File: config.mk
export PLATFORM = sky130hd
export DESIGN_NAME = cpu_sequencer
export DESIGN_NICKNAME = d
export VERILOG_FILES = /design/src/rtl/cpu_sequencer.sv
export SDC_FILE = /design/constraint.sdc
export NUM_CORES = 1
export LEC_CHECK = 0
export BUFFER_PORTS_ARGS = -buffer_cell sky130_fd_sc_hd__clkbuf_2
export CAP_MARGIN = 20
export CELL_PAD_IN_SITES_DETAIL_PLACEMENT = 2
export CELL_PAD_IN_SITES_GLOBAL_PLACEMENT = 2
export CORE_ASPECT_RATIO = 1.75
export CORE_UTILIZATION = 19
export CTS_BUF_LIST = sky130_fd_sc_hd__clkbuf_4 sky130_fd_sc_hd__clkbuf_8
export DETAILED_ROUTE_END_ITERATION = 16
export GPL_TIMING_DRIVEN = 1
export HOLD_SLACK_MARGIN = 0.12
export PLACE_DENSITY = 0.8
export REMOVE_ABC_BUFFERS = 1
export SYNTH_ARGS = -nofsm -noshare
export SYNTH_HDL_FRONTEND = slang
export SYNTH_SLANG_ARGS = --single-unit
File: constraint.sdc
create_clock -name clk -period 1.4 [get_ports clk]
set_clock_uncertainty 0.1 [all_clocks]
set_input_delay 0.14 -clock clk [delete_from_list [all_inputs] [get_ports clk]]
set_output_delay 0.14 -clock clk [all_outputs]
set_load 0.01 [all_outputs]
File: src/rtl/cpu_sequencer.sv
// cpu_sequencer: multi-cycle fetch/execute controller for the picoMIPS data path.
// Owns the program counter, drives the synchronous program ROM, decodes each
// instruction into data path controls and sequences the WAITP button handshake.
// Optional feature macro: SWITCH_DEBOUNCE_EN adds a stable-sample debouncer on
// the synchronized step button (switchesIn[8]); when undefined the FSM uses the
// two-flop synchronizer output directly.

package cpuConfig;
    typedef enum logic [1:0] {
        ALU_ADD   = 2'd0,
        ALU_SUB   = 2'd1,
        ALU_MUL   = 2'd2,
        ALU_PASSB = 2'd3
    } aluFunc_t;
endpackage

module cpu_sequencer #(
    parameter int N               = 8,
    parameter int A_SIZE          = 3,
    parameter int R_SIZE          = 3,
    parameter int DEBOUNCE_CYCLES = 16
) (
    input  logic                  clk,
    input  logic                  nReset,
    output logic [A_SIZE-1:0]     progAddr,
    input  logic [4+R_SIZE+N-1:0] progData,
    input  logic [9:0]            switchesIn,
    output logic                  writeReg,
    output cpuConfig::aluFunc_t   aluFunc,
    output logic                  aluImmediate,
    output logic                  immSwitches,
    output logic [R_SIZE-1:0]     opD,
    output logic [R_SIZE-1:0]     opS,
    output logic [N-1:0]          opT,
    output logic                  halted,
    output logic                  illegal
);
    import cpuConfig::*;

    localparam int I = 4 + R_SIZE + N;

    localparam logic [3:0] OP_NOP   = 4'h0;
    localparam logic [3:0] OP_ADD   = 4'h1;
    localparam logic [3:0] OP_ADDI  = 4'h2;
    localparam logic [3:0] OP_SUB   = 4'h3;
    localparam logic [3:0] OP_MULI  = 4'h4;
    localparam logic [3:0] OP_LDSW  = 4'h5;
    localparam logic [3:0] OP_WAITP = 4'h6;
    localparam logic [3:0] OP_JMP   = 4'h7;
    localparam logic [3:0] OP_HALT  = 4'h8;

    localparam logic [A_SIZE-1:0] PC_ONE = A_SIZE'(1);

    typedef enum logic [2:0] {
        FETCH,
        EXEC,
        WAIT_PRESS,
        WAIT_RELEASE,
        HALTED
    } state_t;

    state_t            state_reg;
    logic [A_SIZE-1:0] pc_reg;
    logic              halted_reg;
    logic              illegal_reg;
    logic [1:0]        sync_reg;
    logic              button;

    // Instruction fields are always taken straight from the ROM word.
    logic [3:0]        opcode;
    logic [R_SIZE-1:0] rd;
    logic [N-1:0]      imm;

    assign opcode = progData[I-1:I-4];
    assign rd     = progData[I-5:N];
    assign imm    = progData[N-1:0];

    assign progAddr = pc_reg;
    assign opD      = rd;
    assign opS      = imm[R_SIZE-1:0];
    assign opT      = imm;
    assign halted   = halted_reg;
    assign illegal  = illegal_reg;

    // Only the step button is consumed here; the other switch bits reach the
    // data path through its own immediate mux.
    logic unused_bits;
    assign unused_bits = (^{switchesIn[9], switchesIn[7:0]}) ^ (DEBOUNCE_CYCLES == 0);

    // Two-flop synchronizer for the asynchronous step button.
    always_ff @(posedge clk) begin
        if (!nReset) begin
            sync_reg <= 2'b00;
        end else begin
            sync_reg <= {sync_reg[0], switchesIn[8]};
        end
    end

`ifdef SWITCH_DEBOUNCE_EN
    localparam int CNT_W = $clog2(DEBOUNCE_CYCLES + 1);
    localparam logic [CNT_W-1:0] CNT_LAST = CNT_W'(DEBOUNCE_CYCLES - 1);

    logic [CNT_W-1:0] db_cnt_reg;
    logic             db_level_reg;

    // Debouncer: flip the level only after a run of samples that disagree with it.
    always_ff @(posedge clk) begin
        if (!nReset) begin
            db_cnt_reg   <= '0;
            db_level_reg <= 1'b0;
        end else if (sync_reg[1] == db_level_reg) begin
            db_cnt_reg <= '0;
        end else if (db_cnt_reg == CNT_LAST) begin
            db_cnt_reg   <= '0;
            db_level_reg <= sync_reg[1];
        end else begin
            db_cnt_reg <= db_cnt_reg + CNT_W'(1);
        end
    end

    assign button = db_level_reg;
`else
    assign button = sync_reg[1];
`endif

    // Control decode: active only while executing, safe defaults elsewhere.
    always_comb begin
        writeReg     = 1'b0;
        aluFunc      = ALU_ADD;
        aluImmediate = 1'b0;
        immSwitches  = 1'b0;
        if (state_reg == EXEC) begin
            case (opcode)
                OP_ADD: begin
                    writeReg = 1'b1;
                    aluFunc  = ALU_ADD;
                end
                OP_ADDI: begin
                    writeReg     = 1'b1;
                    aluFunc      = ALU_ADD;
                    aluImmediate = 1'b1;
                end
                OP_SUB: begin
                    writeReg = 1'b1;
                    aluFunc  = ALU_SUB;
                end
                OP_MULI: begin
                    writeReg     = 1'b1;
                    aluFunc      = ALU_MUL;
                    aluImmediate = 1'b1;
                end
                OP_LDSW: begin
                    writeReg     = 1'b1;
                    aluFunc      = ALU_PASSB;
                    aluImmediate = 1'b1;
                    immSwitches  = 1'b1;
                end
                default: begin
                    writeReg = 1'b0;
                end
            endcase
        end
    end

    // Sequencer FSM with PC and the sticky halted/illegal flags.
    always_ff @(posedge clk) begin
        if (!nReset) begin
            state_reg   <= FETCH;
            pc_reg      <= '0;
            halted_reg  <= 1'b0;
            illegal_reg <= 1'b0;
        end else begin
            case (state_reg)
                FETCH: begin
                    state_reg <= EXEC;
                end
                EXEC: begin
                    case (opcode)
                        OP_WAITP: begin
                            state_reg <= WAIT_PRESS;
                        end
                        OP_JMP: begin
                            pc_reg    <= imm[A_SIZE-1:0];
                            state_reg <= FETCH;
                        end
                        OP_HALT: begin
                            halted_reg <= 1'b1;
                            state_reg  <= HALTED;
                        end
                        default: begin
                            // Register ops, NOP and undefined opcodes all step on.
                            pc_reg    <= pc_reg + PC_ONE;
                            state_reg <= FETCH;
                            if (opcode > OP_HALT) begin
                                illegal_reg <= 1'b1;
                            end
                        end
                    endcase
                end
                WAIT_PRESS: begin
                    if (button) begin
                        state_reg <= WAIT_RELEASE;
                    end
                end
                WAIT_RELEASE: begin
                    if (!button) begin
                        pc_reg    <= pc_reg + PC_ONE;
                        state_reg <= FETCH;
                    end
                end
                HALTED: begin
                    state_reg <= HALTED;
                end
                default: begin
                    state_reg <= FETCH;
                end
            endcase
        end
    end

    // OP_NOP needs no special handling; keep the name tied to the decode.
    logic unused_nop;
    assign unused_nop = (OP_NOP == 4'h0);

endmodule

==> results of run 1 <==
area by class of cell:
cell class                 count  share of cell area [%]
clock buffer                   4                    4.97
inverter                       3                    1.02
multi-input combinational     51                    43.4
sequential                    10                    18.5
tap                           46                    5.20
timing repair buffer          44                    26.9
per-layer routing:
layer,up-vias,GRT usage (%)
li1,335,-
met1,346,11.4
met2,37,24.9
met3,4,2.37
met4,0,4.01
met5,-,0
repair_timing:
action	4_1_cts	5_1_grt
endpoints found under the hold margin	1	0
hold buffers	1	0
setup endpoints to repair	8	8
pin swaps	6	6
gates resized for setup	14	14
setup buffers	4	2
where the power goes:
part | switching [mW] | total (mW) | internal, mW
sequential | 0.0103 | 0.310 | 0.299
clock | 0.123 | 0.371 | 0.248
combinational | 0.119 | 0.232 | 0.113
cell families (layout without fill, tap and decap cells):
kind of cell               after synthesis  count (layout)  synth area share [%]
muxes                                    2               2                  2.76
adders and majority gates                1               1                  1.73
xor gates and xnor gates                 1               1                  1.21
buffers and inverters                   20              51                  18.5
AOI/OAI and AO/OA                       17              17                  17.3
and+or+nand+nor                         30              30                  30.9
DFF                                     10              10                  27.6
worst max path at each step:
stage                                    from           to  slack (ps)  cells after the start
finish              state_reg[2]$_SDFFE_PN0P_  immSwitches        -260                      5
global route        state_reg[2]$_SDFFE_PN0P_  immSwitches        -310                      5
CTS                 state_reg[2]$_SDFFE_PN0P_  immSwitches        -300                      5
detailed placement  state_reg[2]$_SDFFE_PN0P_     writeReg        -170                      4
global placement    state_reg[2]$_SDFFE_PN0P_  immSwitches         -70                      5
floorplan           state_reg[0]$_SDFFE_PN0P_  immSwitches        -290                      4
cells in the final DEF (no fill, tap or decap), types with 2 or more instances in the layout:
master     n
clkbuf_8   4
nand2b_4   2
nand2_1    3
nand2b_1   2
buf_4     15
and2_1     2
nand3b_1   2
mux2i_1    2
buf_6      4
nor4b_4    2
a21oi_1    5
nor2b_1    2
buf_2      3
o21ai_0    2
nor3_1     3
nor2_1     3
dfxtp_1    8
inv_1      3
clkbuf_2  20
nor3_2     2
through the flow:
step	setup TNS (ps)	cell area, um2	utilization [%]
floorplan	-510	602	-
global placement	-140	882	24.3
detailed placement	-676	882	24.3
CTS	-1590	1060	29.1
global route	-1540	1110	30.5
finish	-1090	1110	30.5
==> impl_metrics.env, run 1 <==
export IMPL_status="complete, but fails checks"
export IMPL_violations="setup timing"
export IMPL_synth_warnings=0
export IMPL_start_util_pct=20.0
export IMPL_antenna_cells=0
export IMPL_route_detailed_drc=0
export IMPL_grt_use_total_pct=12.2
export IMPL_synth_ff_type="dfxtp_1"
export IMPL_drtIter0Drc=7
export IMPL_path_cells="and2b_2 -> nand2b_4 -> nor4b_4 -> and2_4 -> buf_6"
export IMPL_ant_nets=0
export IMPL_end_kind="output port"
export IMPL_slowest_stage="dfxtp_2"
export IMPL_post_synth_main_area_contributors="dfxtp_1 28%, buf_4 16%, a21oi_1 4.1%, nand2b_1 3.5%, nor3_1 3.5%"
export IMPL_final_setup_viol_count=8
export IMPL_crit_path_max_incr_delay_ps=310
export IMPL_htreeDepth=1
export IMPL_finish_net_count=141
export IMPL_core_um2=3630
export IMPL_regToRegSetupSlack_ps=-130
export IMPL_wl_met3_um=126
export IMPL_min_path_cells=2
export IMPL_dp_final_hpwl_mm=1.65
export IMPL_wl_met2_mm=1.46
export IMPL_maxCapViolCount=0
export IMPL_ys_types=34
export IMPL_placed_cells=148
export IMPL_avgSynthCellArea_um2=8.94
export IMPL_crit_fanout=4
export IMPL_drive_above_1_share_pct=59.8
export IMPL_grt_ovfl_total=0
export IMPL_netlist_instances=81
export IMPL_n_fill_cell=432
export IMPL_cts_buffer_depth=2
export IMPL_ys_seq_area_share_pct=27.6
export IMPL_cp_start_kind="flop"
export IMPL_finalHoldViolCount=0
export IMPL_holdCritPathClass="input port to flop"
export IMPL_slew_headroom_pct=72.0
export IMPL_wl_met1_um=819
export IMPL_cts_buffers=3
export IMPL_fin_crit_ps=1660
export IMPL_synth_top_cells_by_count="15 x buf_4, 10 x dfxtp_1, 6 x a21oi_1, 5 x nor3_1, 4 x nand2b_1"
export IMPL_synth_edf_count=0
export IMPL_rr_endpoint="progAddr[0]$_SDFFE_PN0P_"
export IMPL_tightest_slew_ps=417
export IMPL_place_ws_ps=-168
export IMPL_min_from="nReset"
export IMPL_core_rowCount=29
export IMPL_grt_pass1_wl_mm=3.91
export IMPL_die_w_um=48.7
export IMPL_ys_ff_latch=10
export IMPL_dieArea_um2=4070
export IMPL_path_clk_slew_ps=50
export IMPL_ir_worst_vdd_mv=0.375
export IMPL_fin_crit_sh_pct=119
export IMPL_critical_path_class="flop to output port"
export IMPL_num_vias=722
export IMPL_async_flop_share_pct=0
export IMPL_fp_dieH_um=83.7
export IMPL_whs_ps=142
export IMPL_cp_required_ps=1160
export IMPL_grt_max_degree=8
export IMPL_synthToLayoutAreaGrowth_pct=52.8
export IMPL_io_pins=51
export IMPL_worstSkewPairLatency_ps=240
export IMPL_power_density_nw_per_um2=825
export IMPL_holdPathEnd="illegal$_SDFFE_PN0P_"
export IMPL_yosys_area_top_type="dfxtp_1"
export IMPL_highest_layer="met4"
export IMPL_power_uw=913
export IMPL_via_per_inst=4.57
export IMPL_path_buf_inv=1
export IMPL_wl_per_cell_um=15.3
export IMPL_gp_congestion=0.799
export IMPL_regArea_um2=205
export IMPL_final_max_slew_viol_count=0
export IMPL_timing_final_ws_setup_ps=-259
export IMPL_rsz0062_at_grt="yes"
export IMPL_routed_wirelength_mm=2.42
export IMPL_instances_no_fill=158
export IMPL_antenna_found_initial=0
export IMPL_max_freq_ghz=0.603
export IMPL_cts_tree="built"
export IMPL_dr_pass1_iters=3
export IMPL_crit_family="simple AND/OR/NAND/NOR gates"
export IMPL_rr_startpoint="state_reg[1]$_SDFFE_PN0P_"
export IMPL_cts_root_buf="clkbuf_8"
export IMPL_grt_pass1_vias=849
export IMPL_cts_sinks=10
export IMPL_synth_top_cell_area_share_pct=27.6
export IMPL_p_leak_nw=0.500
export IMPL_yosysMostFrequentCell="buf_4"
export IMPL_syn_area_um2=724
export IMPL_multi_input_area_um2=480
export IMPL_r2r_cells=6
export IMPL_crit_arrival_ps=1420
export IMPL_port_buffers=25
No activity file was read; power rests on OpenSTA's default activity.
==> run 2: changes to the inputs <==
- CELL_PAD_IN_SITES_DETAIL_PLACEMENT: 2 -> 0
- CELL_PAD_IN_SITES_GLOBAL_PLACEMENT: 2 -> 1
- CORE_MARGIN: not set -> 4
- CORE_UTILIZATION: 19 -> 26
- CTS_CLUSTER_DIAMETER: not set -> 50
- PLACE_DENSITY: 0.8 -> 0.83
==> impl_metrics.env, run 2 (same netlist as run 1, synthesis figures left out) <==
export IMPL_placed_cell_area_um2=843
export IMPL_end_kind="output port"
export IMPL_ir_worst_vdd_mv=0.525
export IMPL_crit_start="state_reg[2]$_SDFFE_PN0P_"
export IMPL_power_density_nw_per_um2=870
export IMPL_design_area_um2=1010
export IMPL_io_pins=51
export IMPL_timing_final_ws_setup_ps=-210
export IMPL_grt_ovfl_total=0
export IMPL_multi_input_area_um2=477
export IMPL_maxCapViolCount=0
export IMPL_worstSkewPairLatency_ps=240
export IMPL_place_ws_ps=-92.5
export IMPL_min_from="nReset"
export IMPL_cts_root_buf="clkbuf_8"
export IMPL_drive_above_1_share_pct=54.7
export IMPL_routed_wirelength_mm=1.84
export IMPL_path_clk_slew_ps=50
export IMPL_route_detailed_drc=0
export IMPL_layout_commonest_cell="clkbuf_2"
export IMPL_crit_fanout=4
export IMPL_n_fill_cell=277
export IMPL_fp_dieH_um=77.8
export IMPL_via_per_inst=5.02
export IMPL_final_cell_mix="21 x clkbuf_2, 12 x buf_4, 9 x dfxtp_1"
export IMPL_gp_congestion=0.767
export IMPL_core_um2=2690
export IMPL_final_util_pct=37.5
export IMPL_cts_buffers=3
export IMPL_regToRegSetupSlack_ps=0
export IMPL_cts_sinks=10
export IMPL_fin_crit_ps=1610
export IMPL_critical_path_class="flop to output port"
export IMPL_cts_buffer_depth=2
export IMPL_fin_crit_sh_pct=115
export IMPL_cp_required_ps=1160
export IMPL_finalHoldViolCount=0
export IMPL_grt_pass1_wl_mm=3.04
export IMPL_cts_tree="built"
export IMPL_dp_final_hpwl_mm=1.37
export IMPL_drtIter0Drc=11
export IMPL_start_util_pct=26.9
export IMPL_antenna_cells=0
export IMPL_grt_max_degree=8
export IMPL_port_buffers=25
export IMPL_regArea_um2=201
export IMPL_holdCritPathClass="input port to flop"
export IMPL_slew_headroom_pct=75.6
export IMPL_wl_per_cell_um=13.8
export IMPL_htreeDepth=1
export IMPL_core_rowCount=25
export IMPL_cp_start_kind="flop"
export IMPL_rsz0062_at_grt="yes"
export IMPL_dieArea_um2=3730
export IMPL_tightest_slew_ps=364
export IMPL_final_max_slew_viol_count=0
export IMPL_p_leak_nw=0.456
export IMPL_synthToLayoutAreaGrowth_pct=39.4
export IMPL_status="complete, but fails checks"
export IMPL_dr_pass1_iters=4
export IMPL_rr_startpoint="state_reg[1]$_SDFFE_PN0P_"
export IMPL_grt_use_total_pct=11.2
export IMPL_antenna_found_initial=0
export IMPL_violations="setup timing"
export IMPL_grt_pass1_vias=704
export IMPL_num_vias=668
export IMPL_die_w_um=47.9
export IMPL_max_freq_ghz=0.621
export IMPL_final_setup_viol_count=5
export IMPL_ant_nets=0
export IMPL_crit_arrival_ps=1370
export IMPL_finish_net_count=135
==> run 2: changes by cell type in the layout (fill, tap and decap cells not counted), sizes merged <==
cell / before / now
buf: 23 / 16
clkbuf: 24 / 25
==> run 2: final timing paths <==
| path | to | cells after the start |
|---|---|---|
| hold reg to reg | sync_reg[1]$_SDFF_PN0_ | 1 |
| hold / removal | illegal$_SDFFE_PN0P_ | 2 |
| setup / recovery | immSwitches | 5 |
| setup reg to reg | progAddr[0]$_SDFFE_PN0P_ | 5 |
==> run 2: power by group <==
part	internal [mW]	total (mW)	switching, mW
clock	0.247	0.356	0.110
sequential	0.301	0.312	0.0105
combinational	0.0997	0.210	0.111
total	0.648	0.879	0.231
==> run 2: cell type report <==
type	instances	share of cell area, %
clock buffer	4	5.45
inverter	3	1.12
multi-input combinational	51	47.2
sequential	10	20.0
tap	27	3.35
timing repair buffer	38	22.9
==> run 2: what timing repair did <==
action	in CTS	in global routing
buffers inserted	1	0
resized for setup	11	8
pin swaps	3	2
hold buffers	1	0
endpoints found under the hold margin	1	0
setup endpoints to repair	6	8
==> run 2: layer usage <==
metal | track usage (%) | part of all wire (%) | vias to the layer above
met5 | 0 | 0 | -
met4 | 8.09 | 3.1 | 0
met3 | 2.78 | 8.0 | 4
met2 | 18.7 | 52 | 38
met1 | 11.0 | 37 | 302
li1 | - | - | 324
==> run 2: critical path: stages, from the launching register on <==
cell	delay [ps]
dfxtp_1	300
and2b_2	240
nand2b_4	80
nor4b_4	220
and2_2	170
clkbuf_2	120
==> run 2: metrics by stage <==
| step | instances | hold slack (ps) | power [mW] | setup TNS [ps] |
|---|---|---|---|---|
| after floorplan | 64 | 158 | 0.395 | -510 |
| after global placement | 127 | 180 | 0.485 | -143 |
| after detailed placement | 127 | 180 | 0.491 | -246 |
| after CTS | 133 | 125 | 0.890 | -916 |
| after global routing | 133 | 161 | 0.934 | -1210 |
| final | 133 | 156 | 0.879 | -761 |
